### config.mk
export PLATFORM = sky130hd
export DESIGN_NAME = imem_loader
export DESIGN_NICKNAME = d
export VERILOG_FILES = /design/src/rtl/imem_loader.sv
export SDC_FILE = /design/constraint.sdc
export NUM_CORES = 1
export LEC_CHECK = 0
export CORE_AREA = 3 3 140 101
export CTS_CLUSTER_SIZE = 28
export DETAILED_ROUTE_END_ITERATION = 8
export DIE_AREA = 0 0 143 104
export GPL_ROUTABILITY_DRIVEN = 0
export MAX_ROUTING_LAYER = met4
export PLACE_DENSITY = 0.47
export SYNTH_ARGS = -nofsm -noshare
export SYNTH_HDL_FRONTEND = slang
export SYNTH_SLANG_ARGS = --single-unit
### constraint.sdc
create_clock -name clk -period 3.2 [get_ports clk]
set_input_delay 0.48 -clock clk [delete_from_list [all_inputs] [get_ports clk]]
set_output_delay 0.48 -clock clk [all_outputs]
set_load 0.005 [all_outputs]
### src/rtl/imem_loader.sv
// -----------------------------------------------------------------------------
// imem_loader
//
// Write-side companion to the instruction memory. Accepts a byte stream over a
// valid/ready handshake, packs every four bytes into a little-endian 32-bit
// instruction word, and writes the words into consecutive memory slots
// starting at word 0. While a load is running, the core's fetch stage is held
// off the memory.
//
// Ports
//   clk         single clock; all state changes on the rising edge
//   rst         synchronous, active-low reset
//   start       one-cycle load request (only looked at in IDLE)
//   load_len    number of words to load, captured with start (legal 1..DEPTH)
//   abort       one-cycle request to cancel a load in progress
//   byte_valid  byte_data carries a byte
//   byte_data   incoming byte
//   byte_ready  loader accepts a byte at the next edge
//   write_en    instruction-memory write strobe (one cycle per word)
//   write_addr  word address of the write
//   write_data  assembled instruction word
//   busy        high from the accepted start until the return to IDLE
//   core_hold   fetch stall / flush; identical to busy
//   done        one-cycle pulse after the final word has been written
//   error       sticky flag: illegal load_len or abort; cleared by a legal start
//
// Every output is a flop or a copy of a flop; no input reaches an output
// combinationally.
// -----------------------------------------------------------------------------
module imem_loader #(
  parameter int DEPTH  = 256,
  parameter int ADDR_W = 8
) (
  input  logic              clk,
  input  logic              rst,
  input  logic              start,
  input  logic [ADDR_W:0]   load_len,
  input  logic              abort,
  input  logic              byte_valid,
  input  logic [7:0]        byte_data,
  output logic              byte_ready,
  output logic              write_en,
  output logic [ADDR_W-1:0] write_addr,
  output logic [31:0]       write_data,
  output logic              busy,
  output logic              core_hold,
  output logic              done,
  output logic              error
);

  typedef enum logic [1:0] {
    IDLE,
    RECV,
    WRITE,
    DONE
  } state_t;

  localparam logic [ADDR_W:0] MAX_LEN = (ADDR_W + 1)'(DEPTH);

  state_t            state;
  logic [ADDR_W:0]   len_q;      // captured load length
  logic [ADDR_W-1:0] word_addr;  // slot the word being received goes to
  logic [1:0]        byte_cnt;   // index of the next byte within the word
  logic [23:0]       asm_q;      // bytes 0..2 of the word; byte 3 lands straight in write_data
  logic              last_word;

  // The word just assembled is the final one of the load.
  assign last_word = ({1'b0, word_addr} == (len_q - 1'b1));

  assign core_hold = busy;

  // NOTE: every register below is assigned with <= so all of them update from
  // the same pre-edge values; blocking assignments here would let later
  // statements see half-updated state and make the result order-dependent.
  always_ff @(posedge clk) begin
    if (!rst) begin
      state      <= IDLE;
      len_q      <= '0;
      word_addr  <= '0;
      byte_cnt   <= '0;
      asm_q      <= '0;
      byte_ready <= 1'b0;
      write_en   <= 1'b0;
      write_addr <= '0;
      write_data <= '0;
      busy       <= 1'b0;
      done       <= 1'b0;
      error      <= 1'b0;
    end else begin
      // Strobes default low; the state that raises them holds them one cycle.
      write_en <= 1'b0;
      done     <= 1'b0;

      unique case (state)
        IDLE: begin
          // A start that arrives together with abort is dropped entirely.
          if (start && !abort) begin
            if (load_len == '0 || load_len > MAX_LEN) begin
              error <= 1'b1;
            end else begin
              state      <= RECV;
              len_q      <= load_len;
              word_addr  <= '0;
              byte_cnt   <= '0;
              asm_q      <= '0;
              error      <= 1'b0;
              busy       <= 1'b1;
              byte_ready <= 1'b1;
            end
          end
        end

        RECV: begin
          if (abort) begin
            // Any partially received word is simply forgotten.
            state      <= IDLE;
            byte_cnt   <= '0;
            byte_ready <= 1'b0;
            busy       <= 1'b0;
            error      <= 1'b1;
          end else if (byte_valid && byte_ready) begin
            byte_cnt <= byte_cnt + 2'd1;
            if (byte_cnt == 2'd3) begin
              // Fourth byte completes the word: present it on the write port.
              write_data <= {byte_data, asm_q};
              write_addr <= word_addr;
              write_en   <= 1'b1;
              byte_ready <= 1'b0;
              state      <= WRITE;
            end else begin
              // Shift right so byte 0 ends up in the least significant lane.
              asm_q <= {byte_data, asm_q[23:8]};
            end
          end
        end

        WRITE: begin
          // write_en is already high in this cycle, so an abort here still
          // lets the write complete.
          if (abort) begin
            state      <= IDLE;
            byte_cnt   <= '0;
            busy       <= 1'b0;
            error      <= 1'b1;
          end else if (last_word) begin
            state <= DONE;
            done  <= 1'b1;
          end else begin
            word_addr  <= word_addr + 1'b1;
            byte_ready <= 1'b1;
            state      <= RECV;
          end
        end

        DONE: begin
          state <= IDLE;
          busy  <= 1'b0;
        end

        default: state <= IDLE;
      endcase
    end
  end

endmodule

Yosys cells after proc, flatten, opt, wreduce, memory -nomap -nowiden

Cells that the tools add are included.

Register bits after elaboration: 90
Bits of input ports: 22
Logic and storage cells: 101

Add/sub/neg operators: 3
Magnitude comparators: 1
Eq/ne operators: 16
Mux-type cells: 41
Bitwise operators: 6
Reduce and logical (&&, ||, !) cells: 22

Operators with widths:

| kind                  | number |
|---|---|
| $mux W24              | 5 |
| $pmux W24 S2          | 1 |
| $mux W8               | 4 |
| $mux W2               | 12 |
| $ne A2 B2 Y1 const B  | 8 |
| $pmux W8 S2           | 1 |
| $mux W1               | 13 |
| $reduce_and A5 Y1     | 2 |
| $eq A8 B9 Y1          | 1 |
| $gt A9 B9 Y1 const B  | 1 |
| $logic_not A9 Y1      | 1 |
| $reduce_and A3 Y1     | 3 |
| $sub A9 B1 Y9 const B | 1 |
| $add A8 B1 Y8 const B | 1 |
| $pmux W2 S4           | 1 |
| $reduce_and A4 Y1     | 2 |
| $reduce_and A7 Y1     | 1 |
| $eq A2 B2 Y1 const B  | 3 |
| $ne A3 B3 Y1 const B  | 2 |
| $not A1 Y1            | 6 |
| $pmux W1 S3           | 2 |
| $pmux W2 S3           | 1 |
| $reduce_and A6 Y1     | 1 |
| $reduce_bool A2 Y1    | 3 |
| other kinds (12)      | 13 |

Depth between registers and ports, before layout

Gate-level depths: netlist (run 1).

Word-level depth: 5
Depth in mapped cells: 11
Mapped depth without buffers: 9

Least setup slack after synthesis (run 1)

Ideal clock, no wire load.

Path kind: register to register
Start: register len_q[0]
End: register word_addr[7]
Setup time: 0.115 ns
Arrival: 2.254 ns
Setup slack: 0.831 ns
Stages on the path, launching flop included: 12
Path buffers: 2
Period minus slack after synthesis: 2.369 ns
Path through: dfxtp_1 > inv_1 > ha_1 > clkbuf_1 > nor2b_1 > or3_1 > a31oi_1 > nand4_1 > o22ai_1 > buf_2 > nor3_1 > o21a_1

Cells in the longest elaborated chain, start to end: 4

Ends and longest elaborated chain:

| element                            | line | text |
|---|---|---|
| from (decl)                        | 61   | `logic [ADDR_W:0] len_q;` |
| from (signal assigned)             | 102  | `len_q <= load_len;` |
| $sub A9 B1 Y9                      | 68   | `assign last_word = ({1'b0, word_addr} == (len_q - 1'b1));` |
| $eq A8 B9 Y1                       | 68   |  |
| $ne A2 B2 Y1 (no source line)      | -    |  |
| $reduce_and A5 Y1 (no source line) | -    |  |
| to (signal assigned)               | 149  | `word_addr <= word_addr + 1'b1;` |
| to (decl)                          | 62   | `logic [ADDR_W-1:0] word_addr;` |

No other way between the ends.
A chain may end at the register's enable or synchronous reset.

Worst setup path in the final report (run 1)

Start: register len_q[1]
End: register word_addr[3]

The elaborated chain is that of the path after synthesis.

==> run summary, run 1 <==
count of cell types in the netlist: 42
Layout Nets: 558
IO Port Bufs: 67
syn nets: 503
clk_skew: 0.00616 ns
syn avg cell area: 8.07 um^2
gr ovfl total: 0
most frequent cells in the layout: nand2_1 (94), dfxtp_1 (90), a21oi_1 (67), clkdlybuf4s50_1 (67), o21ai_0 (35)
post-synth top area share: 0.471
Root Buffer: clkbuf_16
Rows: 35
worst hold endpoint: write_data[2]$_SDFFE_PN0P_
WL/cell: 14.9 um
max-cap violation count: 0
FF+latch area: 1800 um^2
Initial Util: 0.294
Lkg Pwr: 0.00160 uW
CP max stage delay: 0.77 ns
Critical R2R Capture: word_addr[3]$_SDFFE_PN0P_
Worst EP arrival: 3.07 ns
Critical Path Source Type: register
CTS Buf Count: 9
Hold Startpoint: asm_q[2]$_SDFFE_PN0P_
die height: 104 um
design area: 4960 um^2
pre-CTS setup slack: 0.303 ns
reg2reg setup slack: 0.40 ns
Num Clock Sinks: 90
min Tclk post-route: 2.80 ns
relative slew slack: 0.359
Peak Freq: 0.357 GHz
GRT met2 Usage: 0.197
status: finished, final reports clean
largest net degree at the start of global routing: 41
dominant cells by area after synthesis: dfxtp_1 (47%), nand2_1 (9.2%), a21oi_1 (8.8%)
worst path cell trace: inv_1, ha_1, nor2b_1, or3_1, a31oi_1, nand4_1, o22ai_1, o21ai_0, a21oi_1
post-route ant nets: 0
detailed placer's ending HPWL: 7290 um
VDD IR-drop max: 0.283 mV
total global-route track usage: 0.147
CP required: 3.47 ns
Multi-input gate area: 1850 um^2
Setup crit end kind: register
WHS Path Cells: 2
pwr/cell area: 517 nW/um^2
drt initial violations: 182
GR Util met3: 0.0303
leading area contributor after synthesis: dfxtp_1
register bit total from synthesis: 90
drt pass-1 iters: 4
Mapped Cells: 474
final worst setup slack: 0.401 ns
Hold Fails Final Rpt: 0
area of the die: 14900 um^2
die width: 143 um
worst min-delay path class: register to register
first-pass GRT wire length: 17200 um
core area: 13000 um^2
vias post-DR: 3486
post-CTS sizing: 0
drt drc: 0
Ports: 68
Worst path slowest cell: o22ai_1
Worst Path Max Fanout: 16
Skew-Pair Late Insertion Delay: 0.33 ns
H-tree depth: 3
share of layout cells above drive strength 1: 0.0655
Critical path buffers and inverters: 1
Tightest Pin Transition: 0.962 ns
synthesis warning total: 0
Setup TNS: 0 ns
period utilization: 0.875
# Post-CTS Setup Buffers: 0
met1 Use GR: 0.226
Total Wirelength: 10400 um
Vias per Instance: 4.98
Crit Reg-Reg Startpoint: len_q[1]$_SDFFE_PN0P_
initial antenna violation count: 0
Worst path top cell family by delay: compound AO/OA/AOI/OAI gates
worst reg2reg path depth: 9
placed instance area: 4660 um^2
kind of critical path: register to register
CTS tree: done
Seq/Total Area, Yosys: 0.471
commonest non-fill, non-tap cell in the layout: nand2_1
Finish-stage setup viols: 0
Max Buffers Root-to-Sink: 2
Worst-path clk slew: 0.07 ns
vias in the first global route: 3328
diodes inserted: 0
synth-to-layout area growth: 29.7%
Synth Cell Area: 3830 um^2
unrepaired setup endpoints after global routing: false
FILL cells: 1322
GRT busiest layer: met1
CTS Hold Bufs: 0
Slew Viols, Final: 0
kinds of logic after synthesis:
family,after synthesis,share of synthesized area
AOI/OAI and AO/OA,127,0.183
xor gates and xnor gates,9,0.0206
adders and majority gates,7,0.0229
buffers and inverters,43,0.0464
DFF,90,0.471
muxes,9,0.0235
and+or+nand+nor,189,0.233
report_power, final:
| part | switching (uW) | internal, uW | total (uW) |
|---|---|---|---|
| logic | 208 | 126 | 334 |
| clock network | 446 | 628 | 1070 |
| registers | 19.3 | 1140 | 1160 |
| total | 673 | 1890 | 2560 |
worst reg2reg max path, stage by stage (launching register included):
cell,delay [ns]
dfxtp_1,0.41
inv_1,0.07
ha_1,0.28
nor2b_1,0.16
or3_1,0.34
a31oi_1,0.17
nand4_1,0.15
o22ai_1,0.77
o21ai_0,0.23
a21oi_1,0.16
metrics by stage:
| step | utilization | power [uW] | std cells | hold WS (ns) |
|---|---|---|---|---|
| finish | 0.382 | 2560 | 700 | 0.450 |
| CTS | 0.382 | 2590 | 700 | 0.449 |
| global placement | 0.358 | 1510 | 684 | 0.440 |
| detailed placement | 0.358 | 1510 | 684 | 0.444 |
| floorplan | - | 1390 | 474 | 0.428 |
| global route | 0.382 | 2670 | 700 | 0.477 |
layer usage:
layer	part of all wire	routed length, um	vias to the layer above
met3	0.055	572	10
met1	0.54	5630	1639
li1	-	-	1735
met2	0.39	4100	102
met4	0.0094	98	0
met5	0	0	-
how the worst max path moves through the flow:
stage	startpoint	end	slack (ns)	cells past startpoint
after floorplan	len_q[0]$_SDFFE_PN0P_	word_addr[7]$_SDFFE_PN0P_	0.83	11
after global placement	load_len[1]	byte_cnt[0]$_SDFFE_PN0P_	0.30	8
after detailed placement	load_len[5]	byte_cnt[0]$_SDFFE_PN0P_	0.30	8
after CTS	len_q[1]$_SDFFE_PN0P_	word_addr[3]$_SDFFE_PN0P_	0.37	9
after global routing	len_q[1]$_SDFFE_PN0P_	word_addr[5]$_SDFFE_PN0P_	0.001	9
final	len_q[1]$_SDFFE_PN0P_	word_addr[3]$_SDFFE_PN0P_	0.40	9
registers in the layout, indices dropped and copies added (netlist names):
signal	count
write_data	32
write_addr	8
busy	1
asm_q	24
error	1
byte_cnt	2
byte_ready	1
write_en	1
state	2
done	1
word_addr	8
len_q	9
synthesized netlist by cell type, drive strengths merged:
library cell	n
or3	11
nor2	14
a21o	1
clkbuf	28
xnor2	8
nand2b	5
a31oi	4
o41a	1
nor4	4
dfxtp	90
buf	6
o22ai	1
nand3	31
nor3	7
a21oi	67
and3b	1
o211ai	2
nor2b	8
and3	3
o21ai	35
and4	1
o32a	1
xor2	1
and2	4
ha	7
nor3b	1
or2	2
o21a	3
mux2i	9
o41ai	1
inv	9
a211oi	1
nand4	2
nand2	94
a21boi	10
nor4b	1
final cells by class:
cell class | instances | share of cell area
Clock buffer | 10 | 0.0481
Clock inverter | 6 | 0.0131
Multi-Input combinational cell | 341 | 0.373
Tap cell | 166 | 0.0418
Sequential cell | 90 | 0.363
Timing Repair Buffer | 78 | 0.154
Inverter | 9 | 0.00681
(Power assumes the default switching activity.)
==> run 2, diff against run 1 <==
==> constraint.sdc (replaced) <==
create_clock -name clk -period 3.2 [get_ports clk]
set_input_delay 0.32 -clock clk [delete_from_list [all_inputs] [get_ports clk]]
set_output_delay 0.32 -clock clk [all_outputs]
set_load 0.005 [all_outputs]
==> run 2 against run 1 <==
Critical path type unchanged. Clock skew hardly changed. Maximum frequency up 16%. Flip-flop and latch count stayed put. First-iteration DRC count shrank 25%. Largest power group unchanged. Non-clock buffer count unchanged. Sequential share of layout area is 0.40 points higher. Global-route usage up 0.21 points. Clock power decreased by 9.7%. Via count shrank 1.7%. Critical path depth increased by 1. Worst hold slack improved by 0.0025 ns. Total power down 4.4%. Critical endpoint is now word_addr[7]$_SDFFE_PN0P_.
==> run summary, run 2 (same netlist as run 1, synthesis figures left out) <==
status: finished, final reports clean
CP required: 3.43 ns
kind of critical path: register to register
Rows: 35
GR Util met3: 0.0404
drt drc: 0
Total Wirelength: 10400 um
GRT busiest layer: met1
biggest regs: write_data (32), asm_q (24), len_q (9)
Critical R2R Capture: word_addr[7]$_SDFFE_PN0P_
Peak Freq: 0.414 GHz
area of the die: 14900 um^2
post-route ant nets: 0
largest net degree at the start of global routing: 41
Root Buffer: clkbuf_16
Max Buffers Root-to-Sink: 2
Skew-Pair Late Insertion Delay: 0.34 ns
commonest non-fill, non-tap cell in the layout: nand2_1
Tightest Pin Transition: 0.788 ns
gr ovfl total: 0
Finish-stage setup viols: 0
VDD IR-drop max: 0.271 mV
# Post-CTS Setup Buffers: 0
post-CTS sizing: 0
CTS Buf Count: 9
Worst Path Max Fanout: 16
max-cap violation count: 0
min Tclk post-route: 2.42 ns
Worst path top cell family by delay: simple AND/OR/NAND/NOR gates
reg2reg setup slack: 0.78 ns
CP max stage delay: 0.46 ns
vias post-DR: 3428
Inst Count DP: 684
CTS Hold Bufs: 0
vias in the first global route: 3332
diodes inserted: 0
initial antenna violation count: 0
Worst EP arrival: 2.65 ns
worst reg2reg path depth: 10
share of layout cells above drive strength 1: 0.0599
Worst-path clk slew: 0.06 ns
synth-to-layout area growth: 28.3%
met1 Use GR: 0.224
Lkg Pwr: 0.00158 uW
drt initial violations: 136
Setup TNS: 0 ns
Ports: 68
clk_skew: 0.00632 ns
Largest Register: write_data
core area: 13000 um^2
unrepaired setup endpoints after global routing: false
die height: 104 um
H-tree depth: 3
first-pass GRT wire length: 17300 um
Hold Fails Final Rpt: 0
Worst path slowest cell: dfxtp_1
most frequent cells in the layout: nand2_1 (94), dfxtp_1 (90), a21oi_1 (67), clkdlybuf4s50_1 (67), o21ai_0 (35)
pwr/cell area: 499 nW/um^2
hold slack final: 0.453 ns
Critical Path Source Type: register
Critical path buffers and inverters: 2
Num Clock Sinks: 90
FILL cells: 1321
worst hold endpoint: write_data[4]$_SDFFE_PN0P_
Crit Reg-Reg Startpoint: len_q[0]$_SDFFE_PN0P_
CTS tree: done
worst min-delay path class: register to register
Initial Util: 0.294
WL/cell: 14.9 um
fin cells: 700
max reg flops: 32
Slew Viols, Final: 0
period utilization: 0.755
total global-route track usage: 0.149
Hold Startpoint: write_data[4]$_SDFFE_PN0P_
WHS Path Cells: 2
relative slew slack: 0.474
die width: 143 um
IO Port Bufs: 67
drt pass-1 iters: 4
Vias per Instance: 4.90
GRT met2 Usage: 0.195
detailed placer's ending HPWL: 7230 um
worst path cell trace: inv_1, ha_1, nor2b_1, or3_1, a31oi_1, nand4_1, o22ai_1, buf_4, nor3_1, o21a_1
Layout Nets: 558
Worst Setup SP: len_q[0]$_SDFFE_PN0P_
Setup crit end kind: register
## run 2: tightest hold or removal path: stages, from the launching register on
cell and delay, ns:
dfxtp_1 0.31, nand2_1 0.05, a21oi_1 0.05
## run 2: cell type report
type / count / area, um^2 / share of cell area
Clock inverter: 4 / 26.3 / 0.00535
Sequential cell: 90 / 1800 / 0.367
Timing Repair Buffer: 78 / 753 / 0.153
Tap cell: 166 / 208 / 0.0423
Inverter: 9 / 33.8 / 0.00688
Clock buffer: 12 / 236 / 0.0482
Multi-Input combinational cell: 341 / 1850 / 0.377
## run 2: worst max path at each step
stage	to	cells after the start
CTS	word_addr[7]$_SDFFE_PN0P_	10
detailed placement	byte_cnt[0]$_SDFFE_PN0P_	8
global route	word_addr[7]$_SDFFE_PN0P_	10
floorplan	word_addr[7]$_SDFFE_PN0P_	11
global placement	byte_cnt[0]$_SDFFE_PN0P_	8
finish	word_addr[7]$_SDFFE_PN0P_	10
## run 2: stage by stage
| step | area (um^2) | power [uW] | setup slack (ns) | util |
|---|---|---|---|---|
| 2_1_floorplan | 3830 | 1390 | 0.831 | - |
| 3_3_place_gp | 4650 | 1500 | 0.486 | 0.357 |
| 3_5_place_dp | 4650 | 1510 | 0.453 | 0.357 |
| 4_1_cts | 4910 | 2480 | 0.767 | 0.377 |
| 5_1_grt | 4910 | 2570 | 0.540 | 0.377 |
| 6_report | 4910 | 2450 | 0.783 | 0.377 |
## run 2: per-layer routing
layer | vias to the layer above | part of all wire
met3 | 9 | 0.043
met4 | 0 | 0.011
li1 | 1736 | -
met2 | 78 | 0.39
met1 | 1605 | 0.55
met5 | - | 0
## run 2: where the power goes
part / switching [uW] / internal (uW)
clock: 439 / 528
sequential: 19.2 / 1140
combinational: 206 / 122
==> patch: new RTL, flow settings as in run 1 <==
Encoding of `state_t`: now Gray code (2 bits for 4 states).
--- a/src/rtl/imem_loader.sv
+++ b/src/rtl/imem_loader.sv
@@ -51,6 +51,6 @@
   typedef enum logic [1:0] {
-    IDLE,
-    RECV,
-    WRITE,
-    DONE
+    IDLE  = 2'b00,
+    RECV  = 2'b01,
+    WRITE = 2'b11,
+    DONE  = 2'b10
   } state_t;
Check against the original RTL: same outputs for any inputs over 4 cycles, from zero or initial values and one cycle with rst low; so few cycles prove little.
==> patch against run 1 <==
Synthesized area up 3.0%. Largest cell class unchanged. Setup slack improved by 0.27 ns. Utilization increased by 0.58 points. Via count down 1.6%. Critical path type unchanged. Wire length is 0.20% lower. Sequential cell count unchanged. Design area increased by 1.5%.
Power is not compared: it rests on default switching activity, and its combinational part moved more than twofold at a synthesized area within 25%.
==> patch: results (changes against run 1) <==
* Most used DFF post-synth: dfxtp_1
* Drt initial violations at 261 (+43%)
* Setup slack, reg-to-reg at 0.67 ns (+0.27 ns)
* Registers with the most flip-flops: write_data (32), asm_q (24), len_q (9)
* H-tree level count at 3 (unchanged)
* Largest cells by area after synthesis: dfxtp_1, a21oi_1, nand2_1, nand2b_1, nand3_1
* Leak at 0.00168 uW
* Pre-antenna DRT Iters at 5 (+1)
* Final period utilization at 79.1% (-8.4 points)
* Non-filler cells, final at 697 (-0.43%)
* Setup TNS Final at 0 ns (unchanged)
* Hold Path Class: reg2reg
* Post-DP HPWL at 7.35 mm (+0.87%)
* Filler cells at 1324 (+0.15%)
* Gr usage total at 14.8% (+0.087 points)
* CTS root buf: clkbuf_16
* Num CTS Buffers at 9 (unchanged)
* Net count after synthesis at 498 (-0.99%)
* Syn Area/Cell at 8.34 um2 (+3.2%)
* Setup Slack @ Placement at 0.380 ns (+0.0766 ns)
* Max Clock Skew at 0.00865 ns (+0.00250 ns)
* Fin nets at 551 (-1.3%)
* Vias in the first global route at 3257 (-2.1%)
* Latest clock arrival within the worst-skew pair at 0.34 ns
* Netlist cell types at 55 (+31%)
* Dpl cells at 681 (-0.44%)
* CP max FO at 8 (-8)
* Synth cell count leaders: nand2_1, dfxtp_1, a21oi_1
* Avg Vias per Cell at 4.92 (-1.2%)
* Crit-path max cell delay at 0.43 ns (-0.34 ns)
* Largest net degree at the start of global routing at 64 (+56%)
* Worst relative slew slack at 47.3% (+11 points)
* Share of layout cells above drive strength 1 at 6.97% (+0.41 points)
* Postcts setup bufs at 0 (unchanged)
* Status: finished clean
* Worst path arrival time at 2.76 ns (-0.31 ns)
* Post-cts resize count at 0 (unchanged)
* Routed WL at 10.4 mm (-0.20%)
* N_diodes at 0 (unchanged)
* First-pass GRT wire length at 17.2 mm (-0.28%)
* Asr flop ratio synth at 0% (unchanged)
* Initial antenna violation count at 0 (unchanged)
* Critical-path top delay cell: o31ai_2
* Post-synthesis sequential area ratio at 45.7% (-1.4 points)
## patch: changes by cell type after synthesis, moves of 6 or more
cell,run 1,this run
o21ai_0,35,4
nand2b_1,5,36
a21boi_0,10,0
or3_1,10,4
xnor2_1,8,0
a21oi_1,67,75
nor2b_1,8,2
## patch: area by class of cell
class | instances | share of cell area [%]
Tap cell | 166 | 4.12
Inverter | 6 | 0.447
Clock inverter | 6 | 0.993
Multi-Input combinational cell | 344 | 38.9
Timing Repair Buffer | 75 | 15.0
Sequential cell | 90 | 35.8
Clock buffer | 10 | 4.74
## patch: cell families after synthesis
| family | share of synthesized area [%] |
|---|---|
| simple gates | 26.1 |
| compound gates | 17.5 |
| flops | 45.7 |
| buf+inv | 4.67 |
| mux | 3.94 |
| xor+xnor | 1.11 |
| fa+ha+maj | 0.952 |
## patch: path summary, 6_finish.rpt
path,start,to,cells after the start
min,write_data[7]$_SDFFE_PN0P_,write_data[7]$_SDFFE_PN0P_,2
max reg2reg,len_q[0]$_SDFFE_PN0P_,word_addr[5]$_SDFFE_PN0P_,8
max,len_q[0]$_SDFFE_PN0P_,word_addr[5]$_SDFFE_PN0P_,8
min reg2reg,write_data[7]$_SDFFE_PN0P_,write_data[7]$_SDFFE_PN0P_,2
## patch: where the power goes
| group | internal [uW] | switching (uW) |
|---|---|---|
| Combinational | 73.2 | 85.6 |
| Clock | 554 | 469 |
| Sequential | 1130 | 14.6 |
## patch: through the flow
stage | instance area [um2] | util (%) | power (uW) | hold slack, ns
6_report | 5040 | 38.7 | 2320 | 0.456
5_1_grt | 5040 | 38.7 | 2430 | 0.476
3_5_place_dp | 4750 | 36.5 | 1330 | 0.448
3_3_place_gp | 4750 | 36.5 | 1330 | 0.441
2_1_floorplan | 3940 | - | 1260 | 0.432
4_1_cts | 5040 | 38.7 | 2360 | 0.457
## patch: worst max-delay path, delay by kind of cell, from the launching register on
family | cells | cell delay [ns]
adders and majority gates | 1 | 0.21
AOI/OAI and AO/OA | 3 | 1.02
buffers and inverters | 1 | 0.08
and+or+nand+nor | 2 | 0.40
muxes | 1 | 0.32
DFF | 1 | 0.37
## patch: routing by layer
layer  part of all wire [%]  global-route usage (%)
met1                     55                    22.7
met2                     40                    18.6
met3                    4.6                    4.46
met4                    1.1                    3.66
met5                      0                       -
